<file path="config.mk">
export PLATFORM = sky130hd
export DESIGN_NAME = gpu_pixel_arbiter_flat
export DESIGN_NICKNAME = d
export VERILOG_FILES = /design/src/rtl/gpu_pkg.sv /design/src/rtl/gpu_pixel_arbiter_if.sv /design/src/rtl/gpu_pixel_fifo.sv /design/src/rtl/gpu_pixel_arbiter.sv /design/src/flat_wrapper.sv
export SDC_FILE = /design/constraint.sdc
export NUM_CORES = 1
export LEC_CHECK = 0
export ABC_AREA = 1
export BUFFER_PORTS_ARGS = -buffer_cell sky130_fd_sc_hd__buf_4
export CAP_MARGIN = 20
export CORE_AREA = 10 10 172 174
export DETAILED_ROUTE_END_ITERATION = 10
export DIE_AREA = 0 0 182 184
export GPL_TIMING_DRIVEN = 0
export PLACE_DENSITY = 0.79
export SYNTH_ARGS = -nofsm -noshare
export SYNTH_HDL_FRONTEND = slang
export SYNTH_HIERARCHICAL = 1
export SYNTH_SLANG_ARGS = --single-unit
</file>
<file path="constraint.sdc">
create_clock -name clk -period 4.5 [get_ports clk]
set_clock_uncertainty 0.2 [all_clocks]
set_input_delay 0.45 -clock clk [delete_from_list [all_inputs] [get_ports clk]]
set_output_delay 0.45 -clock clk [all_outputs]
set_load 0.005 [all_outputs]
</file>
<file path="src/rtl/gpu_pkg.sv">
// Shared GPU pixel-path package: default geometry, arbiter states and
// the default-width pixel bundle.
package gpu_pkg;

   localparam int DEF_X_BITS   = 10;
   localparam int DEF_Y_BITS   = 9;
   localparam int DEF_CH_BITS  = 8;
   localparam int DEF_SCREEN_W = 640;
   localparam int DEF_SCREEN_H = 480;

   typedef enum logic {
      IDLE,
      LOCKED
   } arb_state_t;

   typedef struct packed {
      logic [DEF_X_BITS-1:0]  x;
      logic [DEF_Y_BITS-1:0]  y;
      logic [DEF_CH_BITS-1:0] r;
      logic [DEF_CH_BITS-1:0] g;
      logic [DEF_CH_BITS-1:0] b;
      logic                   last;
   } pixel_t;

endpackage

</file>
<file path="src/rtl/gpu_pixel_arbiter_if.sv">
// Engine-side and memory-side pixel handshake bundle of the pixel
// arbiter; slave = arbiter, master = engines plus downstream.
interface gpu_pixel_arbiter_if
   import gpu_pkg::*;
#(
   parameter int NUM_SRC = 2,
   parameter int X_BITS  = DEF_X_BITS,
   parameter int Y_BITS  = DEF_Y_BITS,
   parameter int CH_BITS = DEF_CH_BITS
);

   logic [NUM_SRC-1:0]           src_valid_i;
   logic [NUM_SRC-1:0]           src_ready_o;
   logic [NUM_SRC-1:0]           src_last_i;
   logic [NUM_SRC*X_BITS-1:0]    src_x_i;
   logic [NUM_SRC*Y_BITS-1:0]    src_y_i;
   logic [NUM_SRC*3*CH_BITS-1:0] src_rgb_i;

   logic               pix_valid_o;
   logic               pix_ready_i;
   logic [X_BITS-1:0]  x_o;
   logic [Y_BITS-1:0]  y_o;
   logic [CH_BITS-1:0] r_o;
   logic [CH_BITS-1:0] g_o;
   logic [CH_BITS-1:0] b_o;
   logic               last_o;
   logic               busy_o;
   logic [15:0]        clip_cnt_o;

   modport slave (
      input  src_valid_i, src_last_i, src_x_i,
      input  src_y_i, src_rgb_i, pix_ready_i,
      output src_ready_o, pix_valid_o,
      output x_o, y_o, r_o, g_o, b_o,
      output last_o, busy_o, clip_cnt_o
   );

   modport master (
      output src_valid_i, src_last_i, src_x_i,
      output src_y_i, src_rgb_i, pix_ready_i,
      input  src_ready_o, pix_valid_o,
      input  x_o, y_o, r_o, g_o, b_o,
      input  last_o, busy_o, clip_cnt_o
   );

endinterface

</file>
<file path="src/rtl/gpu_pixel_fifo.sv">
// First-word-fall-through pixel FIFO; data reads as zero while empty.
module gpu_pixel_fifo #(
   parameter int W     = 8,
   parameter int DEPTH = 8
) (
   input  logic                   clk,
   input  logic                   n_rst,
   input  logic                   push,
   input  logic [W-1:0]           din,
   input  logic                   pop,
   output logic [W-1:0]           dout,
   output logic                   full,
   output logic                   empty,
   output logic [$clog2(DEPTH):0] count
);

   localparam int AW = $clog2(DEPTH);

   logic [W-1:0]  mem [DEPTH];
   logic [AW-1:0] wptr;
   logic [AW-1:0] rptr;
   logic [AW:0]   cnt;
   logic          do_push;
   logic          do_pop;

   assign full    = cnt == (AW+1)'(DEPTH);
   assign empty   = cnt == '0;
   assign count   = cnt;
   assign do_push = push && !full;
   assign do_pop  = pop && !empty;
   assign dout    = empty ? '0 : mem[rptr];

   always_ff @(posedge clk) begin
      if (do_push) mem[wptr] <= din;
   end

   always_ff @(posedge clk or negedge n_rst) begin
      if (!n_rst) begin
         wptr <= '0;
         rptr <= '0;
         cnt  <= '0;
      end else begin
         if (do_push) wptr <= wptr + 1'b1;
         if (do_pop)  rptr <= rptr + 1'b1;
         unique case ({do_push, do_pop})
            2'b10:   cnt <= cnt + 1'b1;
            2'b01:   cnt <= cnt - 1'b1;
            default: cnt <= cnt;
         endcase
      end
   end

endmodule

</file>
<file path="src/rtl/gpu_pixel_arbiter.sv">
// Round-robin, primitive-locked merge of NUM_SRC engine pixel streams
// into one FIFO-buffered stream. Define GPU_CLIP_EN to drop off-screen pixels.
module gpu_pixel_arbiter
   import gpu_pkg::*;
#(
   parameter int NUM_SRC  = 2,
   parameter int DEPTH    = 8,
   parameter int X_BITS   = DEF_X_BITS,
   parameter int Y_BITS   = DEF_Y_BITS,
   parameter int CH_BITS  = DEF_CH_BITS,
   parameter int SCREEN_W = DEF_SCREEN_W,
   parameter int SCREEN_H = DEF_SCREEN_H
) (
   input logic                clk,
   input logic                n_rst,
   gpu_pixel_arbiter_if.slave bus
);

   localparam int SW  = (NUM_SRC > 1) ? $clog2(NUM_SRC) : 1;
   localparam int RGB = 3 * CH_BITS;
   localparam int AW  = $clog2(DEPTH);

   if (NUM_SRC < 1 || DEPTH < 2 || (DEPTH & (DEPTH - 1)) != 0 ||
       SCREEN_W < 1 || SCREEN_H < 1) begin : g_bad_cfg
      $error("gpu_pixel_arbiter: illegal parameters");
   end

   typedef struct packed {
      logic [X_BITS-1:0]  x;
      logic [Y_BITS-1:0]  y;
      logic [CH_BITS-1:0] r;
      logic [CH_BITS-1:0] g;
      logic [CH_BITS-1:0] b;
      logic               last;
   } pix_t;

   arb_state_t    state;
   logic [SW-1:0] owner;
   logic [SW-1:0] rr_ptr;
   logic [SW-1:0] pick;
   logic          pick_ok;

   logic              o_valid;
   logic              o_last;
   logic [X_BITS-1:0] o_x;
   logic [Y_BITS-1:0] o_y;
   logic [RGB-1:0]    o_rgb;

   logic        full;
   logic        empty;
   logic [AW:0] count;
   logic        xfer;
   logic        clip;
   logic        push;
   logic        pop;
   pix_t        wr;
   pix_t        rd;

   assign o_valid = bus.src_valid_i[owner];
   assign o_last  = bus.src_last_i[owner];
   assign o_x     = bus.src_x_i[int'(owner)*X_BITS +: X_BITS];
   assign o_y     = bus.src_y_i[int'(owner)*Y_BITS +: Y_BITS];
   assign o_rgb   = bus.src_rgb_i[int'(owner)*RGB +: RGB];

   // First valid engine at or after rr_ptr, wrapping around.
   always_comb begin
      pick    = '0;
      pick_ok = 1'b0;
      for (int i = 0; i < NUM_SRC; i++) begin
         int j;
         j = int'(rr_ptr) + i;
         if (j >= NUM_SRC) j = j - NUM_SRC;
         if (!pick_ok && bus.src_valid_i[SW'(j)]) begin
            pick_ok = 1'b1;
            pick    = SW'(j);
         end
      end
   end

   always_comb begin
      bus.src_ready_o = '0;
      if (state == LOCKED && !full) bus.src_ready_o[owner] = 1'b1;
   end

   assign xfer = (state == LOCKED) && o_valid && !full;

   always_ff @(posedge clk or negedge n_rst) begin
      if (!n_rst) begin
         state  <= IDLE;
         owner  <= '0;
         rr_ptr <= '0;
      end else begin
         unique case (state)
            IDLE: begin
               if (pick_ok) begin
                  owner <= pick;
                  state <= LOCKED;
               end
            end
            LOCKED: begin
               if (xfer && o_last) begin
                  state  <= IDLE;
                  rr_ptr <= (owner == SW'(NUM_SRC - 1)) ? '0 : owner + 1'b1;
               end
            end
         endcase
      end
   end

`ifdef GPU_CLIP_EN
   logic [15:0] clip_cnt;

   assign clip = (int'(o_x) >= SCREEN_W) || (int'(o_y) >= SCREEN_H);

   always_ff @(posedge clk or negedge n_rst) begin
      if (!n_rst) begin
         clip_cnt <= '0;
      end else if (xfer && clip && clip_cnt != 16'hFFFF) begin
         clip_cnt <= clip_cnt + 1'b1;
      end
   end

   assign bus.clip_cnt_o = clip_cnt;
`else
   assign clip           = 1'b0;
   assign bus.clip_cnt_o = '0;
`endif

   assign push = xfer && !clip;
   assign pop  = !empty && bus.pix_ready_i;
   assign wr   = {o_x, o_y, o_rgb, o_last};

   gpu_pixel_fifo #(
      .W     ($bits(pix_t)),
      .DEPTH (DEPTH)
   ) u_fifo (
      .clk   (clk),
      .n_rst (n_rst),
      .push  (push),
      .din   (wr),
      .pop   (pop),
      .dout  (rd),
      .full  (full),
      .empty (empty),
      .count (count)
   );

   assign bus.pix_valid_o = !empty;
   assign bus.x_o         = rd.x;
   assign bus.y_o         = rd.y;
   assign bus.r_o         = rd.r;
   assign bus.g_o         = rd.g;
   assign bus.b_o         = rd.b;
   assign bus.last_o      = rd.last;
   assign bus.busy_o      = (state == LOCKED) || (count != '0);

endmodule

</file>
<file path="src/flat_wrapper.sv">
// flat-port wrapper written by rule: the top's interface ports become plain ports
module gpu_pixel_arbiter_flat import gpu_pkg::*;
#(
   parameter int NUM_SRC  = 2,
   parameter int DEPTH    = 8,
   parameter int X_BITS   = DEF_X_BITS,
   parameter int Y_BITS   = DEF_Y_BITS,
   parameter int CH_BITS  = DEF_CH_BITS,
   parameter int SCREEN_W = DEF_SCREEN_W,
   parameter int SCREEN_H = DEF_SCREEN_H
)
  (clk, n_rst, bus_src_valid_i, bus_src_last_i, bus_src_x_i, bus_src_y_i, bus_src_rgb_i, bus_pix_ready_i, bus_src_ready_o, bus_pix_valid_o, bus_x_o, bus_y_o, bus_r_o, bus_g_o, bus_b_o, bus_last_o, bus_busy_o, bus_clip_cnt_o);
  gpu_pixel_arbiter_if #(.NUM_SRC(NUM_SRC), .X_BITS(X_BITS), .Y_BITS(Y_BITS), .CH_BITS(CH_BITS)) bus_i ();
  input logic clk;
  input logic n_rst;
  input wire logic [$bits(bus_i.src_valid_i)-1:0] bus_src_valid_i;
  input wire logic [$bits(bus_i.src_last_i)-1:0] bus_src_last_i;
  input wire logic [$bits(bus_i.src_x_i)-1:0] bus_src_x_i;
  input wire logic [$bits(bus_i.src_y_i)-1:0] bus_src_y_i;
  input wire logic [$bits(bus_i.src_rgb_i)-1:0] bus_src_rgb_i;
  input wire logic [$bits(bus_i.pix_ready_i)-1:0] bus_pix_ready_i;
  output wire logic [$bits(bus_i.src_ready_o)-1:0] bus_src_ready_o;
  output wire logic [$bits(bus_i.pix_valid_o)-1:0] bus_pix_valid_o;
  output wire logic [$bits(bus_i.x_o)-1:0] bus_x_o;
  output wire logic [$bits(bus_i.y_o)-1:0] bus_y_o;
  output wire logic [$bits(bus_i.r_o)-1:0] bus_r_o;
  output wire logic [$bits(bus_i.g_o)-1:0] bus_g_o;
  output wire logic [$bits(bus_i.b_o)-1:0] bus_b_o;
  output wire logic [$bits(bus_i.last_o)-1:0] bus_last_o;
  output wire logic [$bits(bus_i.busy_o)-1:0] bus_busy_o;
  output wire logic [$bits(bus_i.clip_cnt_o)-1:0] bus_clip_cnt_o;
  assign bus_i.src_valid_i = bus_src_valid_i;
  assign bus_i.src_last_i = bus_src_last_i;
  assign bus_i.src_x_i = bus_src_x_i;
  assign bus_i.src_y_i = bus_src_y_i;
  assign bus_i.src_rgb_i = bus_src_rgb_i;
  assign bus_i.pix_ready_i = bus_pix_ready_i;
  assign bus_src_ready_o = bus_i.src_ready_o;
  assign bus_pix_valid_o = bus_i.pix_valid_o;
  assign bus_x_o = bus_i.x_o;
  assign bus_y_o = bus_i.y_o;
  assign bus_r_o = bus_i.r_o;
  assign bus_g_o = bus_i.g_o;
  assign bus_b_o = bus_i.b_o;
  assign bus_last_o = bus_i.last_o;
  assign bus_busy_o = bus_i.busy_o;
  assign bus_clip_cnt_o = bus_i.clip_cnt_o;
  gpu_pixel_arbiter #(.NUM_SRC(NUM_SRC), .DEPTH(DEPTH), .X_BITS(X_BITS), .Y_BITS(Y_BITS), .CH_BITS(CH_BITS), .SCREEN_W(SCREEN_W), .SCREEN_H(SCREEN_H)) u_core (.clk(clk), .n_rst(n_rst), .bus(bus_i));
endmodule
</file>
==> results of run 1 <==
## final timing paths
check,start,slack [ns],end
setup / recovery,u_core/u_fifo/count[0],1.10,u_core/u_fifo/count[2]
hold / removal,n_rst,0.13,u_core/u_fifo/count[1]
setup reg to reg,u_core/u_fifo/count[0],1.10,u_core/u_fifo/count[2]
hold reg to reg,u_core/rr_ptr,0.28,u_core/rr_ptr
max in group asynchronous,n_rst,3.78,u_core/u_fifo/rptr[0]
min in group clk,bus_pix_ready_i,0.16,u_core/u_fifo/rptr[0]
## area by class of cell
| type | instances | area share (%) |
|---|---|---|
| sequential | 365 | 60.1 |
| multi-input combinational | 841 | 21.1 |
| timing repair buffer | 153 | 7.37 |
| clock buffer | 46 | 5.40 |
| buffer | 96 | 3.03 |
| tap | 335 | 2.31 |
| inverter | 20 | 0.414 |
| clock inverter | 13 | 0.324 |
## where the power goes
part / switching (W) / leakage [nW] / total, W / internal (W)
sequential: 0.000177 / 3.35 / 0.00490 / 0.00472
combinational: 0.00378 / 2.97 / 0.00563 / 0.00186
clock: 0.00117 / 0.518 / 0.00270 / 0.00153
total: 0.00513 / 6.84 / 0.0132 / 0.00811
## sequential cells by signal (all words and copies together), names as in the netlist
signal	flops
u_core/rr_ptr	1
u_core/u_fifo/count	4
u_core/u_fifo/rptr	3
u_core/state	1
u_core/u_fifo/wptr	3
u_core/u_fifo/mem	352
u_core/owner	1
## metrics by stage
stage	setup TNS (ns)	hold slack, ns	util [%]
floorplan	0	-0.0456	-
global placement	-339.17	0.113	64.7
detailed placement	0	0.115	65.9
CTS	0	0.122	70.0
global route	0	0.150	70.0
finish	0	0.134	70.0
## kinds of logic (layout without fill, tap and decap cells)
kind of cell	count (synthesis)	count (layout)	synth area share (%)
AO/OA/AOI/OAI	271	271	9.99
flip-flops	365	365	71.5
AND/OR/NAND/NOR	543	543	13.6
XOR/XNOR	6	6	0.345
adder cells (fa/ha/maj)	5	5	0.411
buffers and inverters	116	328	4.11
other	1	16	0.0246
## layout by cell type, fill, tap and decap left out
cell             n
xor2_1           3
clkbuf_2         5
buf_4          165
conb_1          16
nand4_1          1
nand2_1        207
nor2_1         317
clkinv_2         8
or2_1            1
xnor2_1          3
clkbuf_8         2
nor2_4           8
dfrtp_1         13
o21ai_1         20
inv_1           19
nor4_1           1
edfxtp_1       352
buf_12           5
clkinv_1         5
or2_2            1
nand3_2          2
inv_2            1
buf_1            2
o211ai_1        44
buf_16           6
a21oi_1          2
dlygate4sd3_1    2
buf_6            7
ha_1             5
and2_1           1
buf_2           30
o21ai_0        161
clkbuf_16       37
clkbuf_1        34
nand3_1          4
o22ai_1         44
## what timing repair did
| action | in CTS | in global routing |
|---|---|---|
| hold buffers | 2 | 0 |
| gates resized for setup | 0 | 0 |
| hold endpoints to repair | 14 | 0 |
## worst max-delay path: stages, from the launching register on
cell and delay [ns]:
dfrtp_1 0.44, nor2_1 0.10, nand3_2 0.29, clkbuf_1 0.46, inv_1 0.12, nor2_1 0.20, nand2_1 0.11, inv_1 0.21
ha_1 0.27, inv_1 0.09, nand2_1 0.11, nand2_1 0.10, ha_1 0.18, a21oi_1 0.15, xor2_1 0.15, o21ai_0 0.08
## metal layers
| metal | vias up | global-route usage (%) | wire (um) |
|---|---|---|---|
| met3 | 111 | 5.12 | 4130 |
| met5 | - | 0 | 0 |
| li1 | 4978 | - | - |
| met2 | 670 | 40.1 | 20200 |
| met4 | 0 | 10.5 | 1450 |
| met1 | 5265 | 28.8 | 15300 |
==> results.cfg, run 1 <==
[synthesis]
async_reset_ff_share_pct = 3.56
ys_seq_area_share_pct = 71.5
synth_seq_cells = 365
synthFlopType = edfxtp_1
synth_common_cells = edfxtp_1 (352), nor2_1 (325), nand2_1 (207)
yosysUniqueCellTypes = 28
yosysTopAreaCell = edfxtp_1
synth_area_um2 = 15200
syn_area_per_cell_um2 = 11.7
yosys_warnings = 6
synth_area_leaders = edfxtp_1 (69%), nor2_1 (8.0%), o21ai_0 (5.3%)
yosysMostFrequentCell = edfxtp_1
synth.top_cell.area_share_pct = 69.4
syn_inst = 1307
synth-edff-count = 352

[global_route]
grt_usage_pct = 23.7
grt_pass1_wl_um = 61600
grt_pass1_vias = 11086
antenna_found_initial = 0
grt_max_degree = 30
grt-ovfl-total = 0

[layout]
syn2layout_area_growth_pct = 19.1
drive_above_1_share_pct = 18.1
n_antenna_cell = 0
nets = 1611
finalNonFillerCells = 1869
regArea_um2 = 10900
fin_area_um2 = 18100
fill_cells = 1765
multi_input_area_um2 = 3820

[timing]
relSlewSlack_pct = 44.4
timing.fmax_mhz = 294
rsz0062_at_grt = no
fin_crit_sh_pct = 75.6
setup-violations-final = 0
tightest_slew_ns = 0.832
post-route-min-period_ns = 3.40
hold_violations = 0
worst_slack_ns = 1.10
drv_slew = 0

[detailed_routing]
drc = 0
vias = 11024
drt-initial-drc-count = 1273
wl_per_cell_um = 22.0
firstDrtPassIters = 5
viasPerCell = 5.90
drtAntennaViolNets = 0
wl_um = 41100

[run]
cap_violations = 0

[cts]
cts_root_buf = clkbuf_16
cts_made_buffers = 36
clk_pin_slew_ns = 0.06
postCtsSetupRepairBufs = 0
clkSinkCount = 365
htree_levels = 2
cts_max_path_buffers = 3
clock_latency_ns = 0.51
cts_tree = yes

[die]
dieArea_um2 = 33500
io_pins = 157
initial_core_util_pct = 58.8
die_y_um = 184
die_w_um = 182
rows = 59
core_area_um2 = 25900

[setup_path]
crit_type = register to register
cp-end-kind = register
crit_arrival_ns = 3.59
r2r_cells = 15
setup.worst_path.start_class = register
worstPathMaxFanout = 10
worstPathRequired_ns = 4.69

[outcome]
outcome = completed

[placed_design]
dpl_cell_area_um2 = 17100
place_congestion = 0.801
numPortBuffers = 140
hpwl_um = 26500
post-place-ws_ns = 1.21
numPlacedInstances = 1808

[hold_path]
hold_class = input pin to asynchronous set/reset pin

[power]
vdd_drop_max_mv = 0.438
p_leak_nw = 6.84
p_per_area_nw_per_um2 = 730
power.total_w = 0.0132
(Power assumes the default switching activity.)
==> run 2: changes to the inputs <==
--- a/config.mk
+++ b/config.mk
@@ -8,11 +8,11 @@
 export ABC_AREA = 1
 export BUFFER_PORTS_ARGS = -buffer_cell sky130_fd_sc_hd__buf_4
 export CAP_MARGIN = 20
-export CORE_AREA = 10 10 172 174
+export CORE_AREA = 10 10 181 183
 export DETAILED_ROUTE_END_ITERATION = 10
-export DIE_AREA = 0 0 182 184
+export DIE_AREA = 0 0 191 193
 export GPL_TIMING_DRIVEN = 0
-export PLACE_DENSITY = 0.79
+export PLACE_DENSITY = 0.75
 export SYNTH_ARGS = -nofsm -noshare
 export SYNTH_HDL_FRONTEND = slang
 export SYNTH_HIERARCHICAL = 1
==> constraint.sdc (replaced) <==
create_clock -name clk -period 2.95 [get_ports clk]
set_clock_uncertainty 0.2 [all_clocks]
set_input_delay 0.295 -clock clk [delete_from_list [all_inputs] [get_ports clk]]
set_output_delay 0.295 -clock clk [all_outputs]
set_load 0.005 [all_outputs]
==> run 2 against run 1 <==
Net effect:
- core utilization is 6.4 points lower
- final area rose by 2.6%
- die area is 10% higher
- combinational power increased by 58%
- clock-buffer cell count down 4
- critical endpoint is now bus_r_o[6]
- largest power group unchanged
- highest routed layer unchanged
==> results.cfg, run 2 (synthesis results as in run 1) <==
[outcome]
outcome = completed

[setup_path]
crit_start = u_core/u_fifo/rptr[2]
worstPathRequired_ns = 2.46
worstPathMaxFanout = 17
cp-end-kind = output pin
timing.rr.start = u_core/u_fifo/count[2]
crit_type = register to output pin
slowest_stage = clkbuf_1
critPathMaxStageDelay_ns = 0.56
crit_end = bus_r_o[6]
rr_endpoint = u_core/u_fifo/count[2]
setup.worst_path.start_class = register
cp.depth = 6
cp_num_buf_inv = 3
rrSetupSlack_ns = 0.17
crit_family = buffers and inverters
r2r_cells = 15
path_cells = buf_2, clkbuf_1, o211ai_1, nand2_1, nor2_1, buf_4
crit_arrival_ns = 2.42

[detailed_routing]
firstDrtPassIters = 5
drt-initial-drc-count = 1360
wl_um = 43200
drc = 0
drtAntennaViolNets = 0
viasPerCell = 5.68
wl_per_cell_um = 22.2
vias = 11022

[global_route]
antenna_found_initial = 0
grt_pass1_vias = 10990
gr-usage-met2_pct = 37.8
grt-ovfl-total = 0
grt_usage_pct = 22.4
met1_usage_pct = 28.0
grt_max_degree = 27
grt_pass1_wl_um = 63100
busiest_layer = met2
grtUsageMet3_pct = 4.24

[timing]
timing.fmax_mhz = 343
relSlewSlack_pct = 54.6
setup-violations-final = 0
fin_crit_sh_pct = 98.8
post-route-min-period_ns = 2.91
drv_slew = 0
holdWs_ns = 0.0187
hold_violations = 0
tightest_slew_ns = 0.681
worst_slack_ns = 0.0350

[placed_design]
hpwl_um = 27100
place_congestion = 0.821
numPortBuffers = 140
post-place-ws_ns = -0.181

[layout]
mostFrequentLayoutCells = edfxtp_1 (352), nor2_1 (312), nand2_1 (206)
nets = 1624
utilization_pct = 63.6
drive_above_1_share_pct = 20.3
largest_reg_flops = 352
final_common_cell = edfxtp_1
largest-register = u_core/u_fifo/mem
n_antenna_cell = 0
syn2layout_area_growth_pct = 22.2

[die]
core_area_um2 = 29200
rows = 63
die_w_um = 191
io_pins = 157
die_y_um = 193
dieArea_um2 = 36900
initial_core_util_pct = 52.1

[power]
p_leak_nw = 7.01
p_per_area_nw_per_um2 = 1140
vdd_drop_max_mv = 0.661
power.total_w = 0.0212

[cts]
clkSinkCount = 365
clock_latency_ns = 0.51
htree_levels = 2
cts_tree = yes
cts_root_buf = clkbuf_16
clk_pin_slew_ns = 0.07
cts_max_path_buffers = 3
cts_made_buffers = 37

[run]
cap_violations = 0

[hold_path]
hold_class = input pin to register
## run 2: cell types whose count changed in the layout (fill, tap and decap cells not counted), sizes merged
cell	delta
clkbuf	-3
clkinv	+1
dlygate4sd3	+2
clkinvlp	+2
inv	-1
bufinv	+7
buf	+4
nor2	+5
## run 2: metal layers
metal | vias up | routed length (um)
met2 | 627 | 21100
met5 | - | 0
met4 | 0 | 1580
met3 | 93 | 3930
met1 | 5296 | 16500
li1 | 5006 | -
## run 2: stage by stage
| stage | instance area [um^2] | TNS [ns] | std cells |
|---|---|---|---|
| floorplan | 15300 | -47.07 | 1322 |
| global route | 18600 | -0.0534 | 1941 |
| finish | 18600 | 0 | 1941 |
| CTS | 18500 | 0 | 1934 |
| global placement | 16900 | -312.80 | 1852 |
| detailed placement | 17000 | -26.97 | 1860 |
## run 2: report_power, final
part / leakage (nW) / switching (W) / internal [W] / total (W)
logic: 3.06 / 0.00592 / 0.00299 / 0.00891
clock network: 0.597 / 0.00186 / 0.00291 / 0.00476
registers: 3.35 / 0.000289 / 0.00720 / 0.00749
## run 2: layout make-up
class,instances,area (um^2)
Sequential cell,365,10900
Fill cell,2158,10600
Multi-Input combinational cell,846,3910
Timing Repair Buffer,161,1410
Clock buffer,42,945
Buffer,95,603
Tap cell,390,488
Clock inverter,22,282
Inverter,20,78.8
## run 2: worst min-delay path by stage
stage | start | end | depth (start not counted)
2_1_floorplan | n_rst | u_core/owner | 0
3_3_place_gp | n_rst | u_core/u_fifo/count[1] | 1
3_5_place_dp | n_rst | u_core/u_fifo/count[1] | 1
4_1_cts | bus_src_valid_i[1] | u_core/rr_ptr | 5
5_1_grt | bus_src_rgb_i[45] | u_core/u_fifo/mem[0][22] | 3
6_report | bus_src_rgb_i[22] | u_core/u_fifo/mem[0][23] | 3
## run 2: timing repair
item / 4_1_cts / 5_1_grt
resized for setup: 24 / 34
hold buffers: 4 / 0
pin swaps: 5 / 4
setup buffers: 5 / 4
cloned: 2 / 3
setup endpoints to repair: 244 / 222
hold endpoints to repair: 17 / 0
## run 2: tightest hold or removal path, cell delays in order
cell and delay [ns]:
buf_4 0.08, nand2_1 0.04, nand2_1 0.16
==> run 3: changes to the inputs <==
--- a/config.mk
+++ b/config.mk
@@ -13,6 +13,8 @@
 export DIE_AREA = 0 0 191 193
 export GPL_TIMING_DRIVEN = 0
 export PLACE_DENSITY = 0.75
+export SETUP_SLACK_MARGIN = 0.4
+export SLEW_MARGIN = 15
 export SYNTH_ARGS = -nofsm -noshare
 export SYNTH_HDL_FRONTEND = slang
 export SYNTH_HIERARCHICAL = 1
==> constraint.sdc (replaced) <==
create_clock -name clk -period 2.95 [get_ports clk]
set_clock_uncertainty 0.2 [all_clocks]
set_input_delay 0.295 -clock clk [delete_from_list [all_inputs] [get_ports clk]]
set_output_delay 0.295 -clock clk [all_outputs]
set_load 0.1 [all_outputs]
==> run 3 against run 2 <==
Net effect:
- routed wire length rose by 9.7%
- final area rose by 12%
- non-clock buffer count rose by 59
==> results.cfg, run 3 (synthesis results as in run 1) <==
[cts]
cts_root_buf = clkbuf_16
clock_latency_ns = 0.52
cts_made_buffers = 36
cts_max_path_buffers = 3
clk_pin_slew_ns = 0.06
cts_tree = yes
clkSinkCount = 365
htree_levels = 2

[timing]
relSlewSlack_pct = 55.4
setup-violations-final = 0
fin_crit_sh_pct = 99.9
hold_violations = 0
tightest_slew_ns = 0.669
timing.fmax_mhz = 339
rsz0062_at_grt = yes
post-route-min-period_ns = 2.95
drv_slew = 0

[setup_path]
worstPathRequired_ns = 2.46
path_cells = buf_6, buf_12, buf_12, buf_12, buf_16, nor2_1, o21ai_1, o211ai_1, nand2_1, nor2_4, buf_12
crit_type = register to output pin
setup.worst_path.start_class = register
rr_endpoint = u_core/u_fifo/mem[4][0]
crit_family = buffers and inverters
worstPathMaxFanout = 5
crit_arrival_ns = 2.45
timing.rr.start = u_core/u_fifo/count[0]
r2r_cells = 11
cp_num_buf_inv = 6
slowest_stage = dfrtp_2
rrSetupSlack_ns = 0.43
critPathMaxStageDelay_ns = 0.46
cpMostUsedCell = buf_12
cp-end-kind = output pin

[layout]
n_antenna_cell = 0
largest_reg_flops = 352
mostFrequentLayoutCells = edfxtp_1 (352), nor2_1 (228), nand2_1 (202)
final_common_cell = edfxtp_1
drive_above_1_share_pct = 31.5
syn2layout_area_growth_pct = 36.4
largest-register = u_core/u_fifo/mem
fin_area_um2 = 20800
nets = 1682

[global_route]
grt_pass1_wl_um = 66100
grt_pass1_vias = 11423
grt_usage_pct = 23.7
grt_max_degree = 26
antenna_found_initial = 0
grt-ovfl-total = 0

[placed_design]
hpwl_um = 26800
dpl_cell_area_um2 = 17300
numPortBuffers = 140
place_congestion = 0.828

[die]
rows = 63
io_pins = 157
initial_core_util_pct = 52.1
die_y_um = 193
dieArea_um2 = 36900
core_area_um2 = 29200
die_w_um = 191

[detailed_routing]
wl_um = 47400
firstDrtPassIters = 5
drc = 0
wl_per_cell_um = 23.8
vias = 11834
drtAntennaViolNets = 0
viasPerCell = 5.94
drt-initial-drc-count = 1418

[hold_path]
hold_class = input pin to register
hold_depth = 3
holdCritStartpoint = bus_src_rgb_i[21]
hold_path_end = u_core/u_fifo/mem[2][22]

[run]
cap_violations = 0

[outcome]
outcome = completed
## run 3: final cells by class
type / count / area (um^2)
plain buffers: 96 / 860
clock buffers: 46 / 980
clock inverters: 11 / 71.3
fillers: 1772 / 8470
inverters: 20 / 86.3
multi-input cells: 846 / 4590
flip-flops and latches: 365 / 10900
well taps: 390 / 488
repair buffers: 219 / 2800
## run 3: through the flow
step	hold WS [ns]	setup slack, ns	setup TNS [ns]	util (%)	std cells
2_1_floorplan	-0.201	0.316	0	-	1322
3_3_place_gp	-0.0444	-0.349	-69.70	58.2	1852
3_5_place_dp	-0.0436	-0.164	-0.256	59.1	1863
4_1_cts	0.0113	0.0493	0	68.2	1963
5_1_grt	0.0542	-0.0127	-0.0221	71.0	1993
6_report	0.0222	0.00360	0	71.0	1993
## run 3: timing repair
| item | in CTS | in global routing |
|---|---|---|
| setup endpoints to repair | 364 | 300 |
| pin swaps | 79 | 110 |
| gates resized for setup | 328 | 164 |
| endpoints found under the hold margin | 17 | 0 |
| hold buffers | 4 | 0 |
| setup buffers | 31 | 22 |
| gates cloned | 8 | 8 |
## run 3: worst max-delay path by stage
stage | slack [ns] | end | cells past startpoint | start
4_1_cts | 0.05 | u_core/u_fifo/mem[6][27] | 11 | u_core/u_fifo/count[1]
3_5_place_dp | -0.16 | u_core/u_fifo/count[2] | 15 | u_core/u_fifo/count[0]
5_1_grt | -0.01 | bus_r_o[7] | 11 | u_core/u_fifo/rptr[1]
2_1_floorplan | 0.32 | u_core/u_fifo/mem[0][0] | 10 | u_core/u_fifo/count[0]
3_3_place_gp | -0.35 | u_core/u_fifo/mem[0][19] | 10 | u_core/u_fifo/count[0]
6_report | 0.004 | bus_x_o[6] | 11 | u_core/u_fifo/rptr[1]
## run 3: per-layer routing
metal  global-route usage (%)  share of wire, %  vias to the layer above
met5                        0                 0                        -
met4                     11.5               4.4                        0
met3                     4.78                11                      152
met2                     39.6                49                      871
met1                     29.0                36                     5673
li1                         -                 -                     5138
## run 3: tightest hold or removal path, delay by kind of cell
kind,cells,cell delay (ns)
buf+inv,1,0.08
simple gates,2,0.22
Power of run 3 is not shown: default switching activity piles up to over one toggle a cycle in this logic, so the estimate is an artifact.
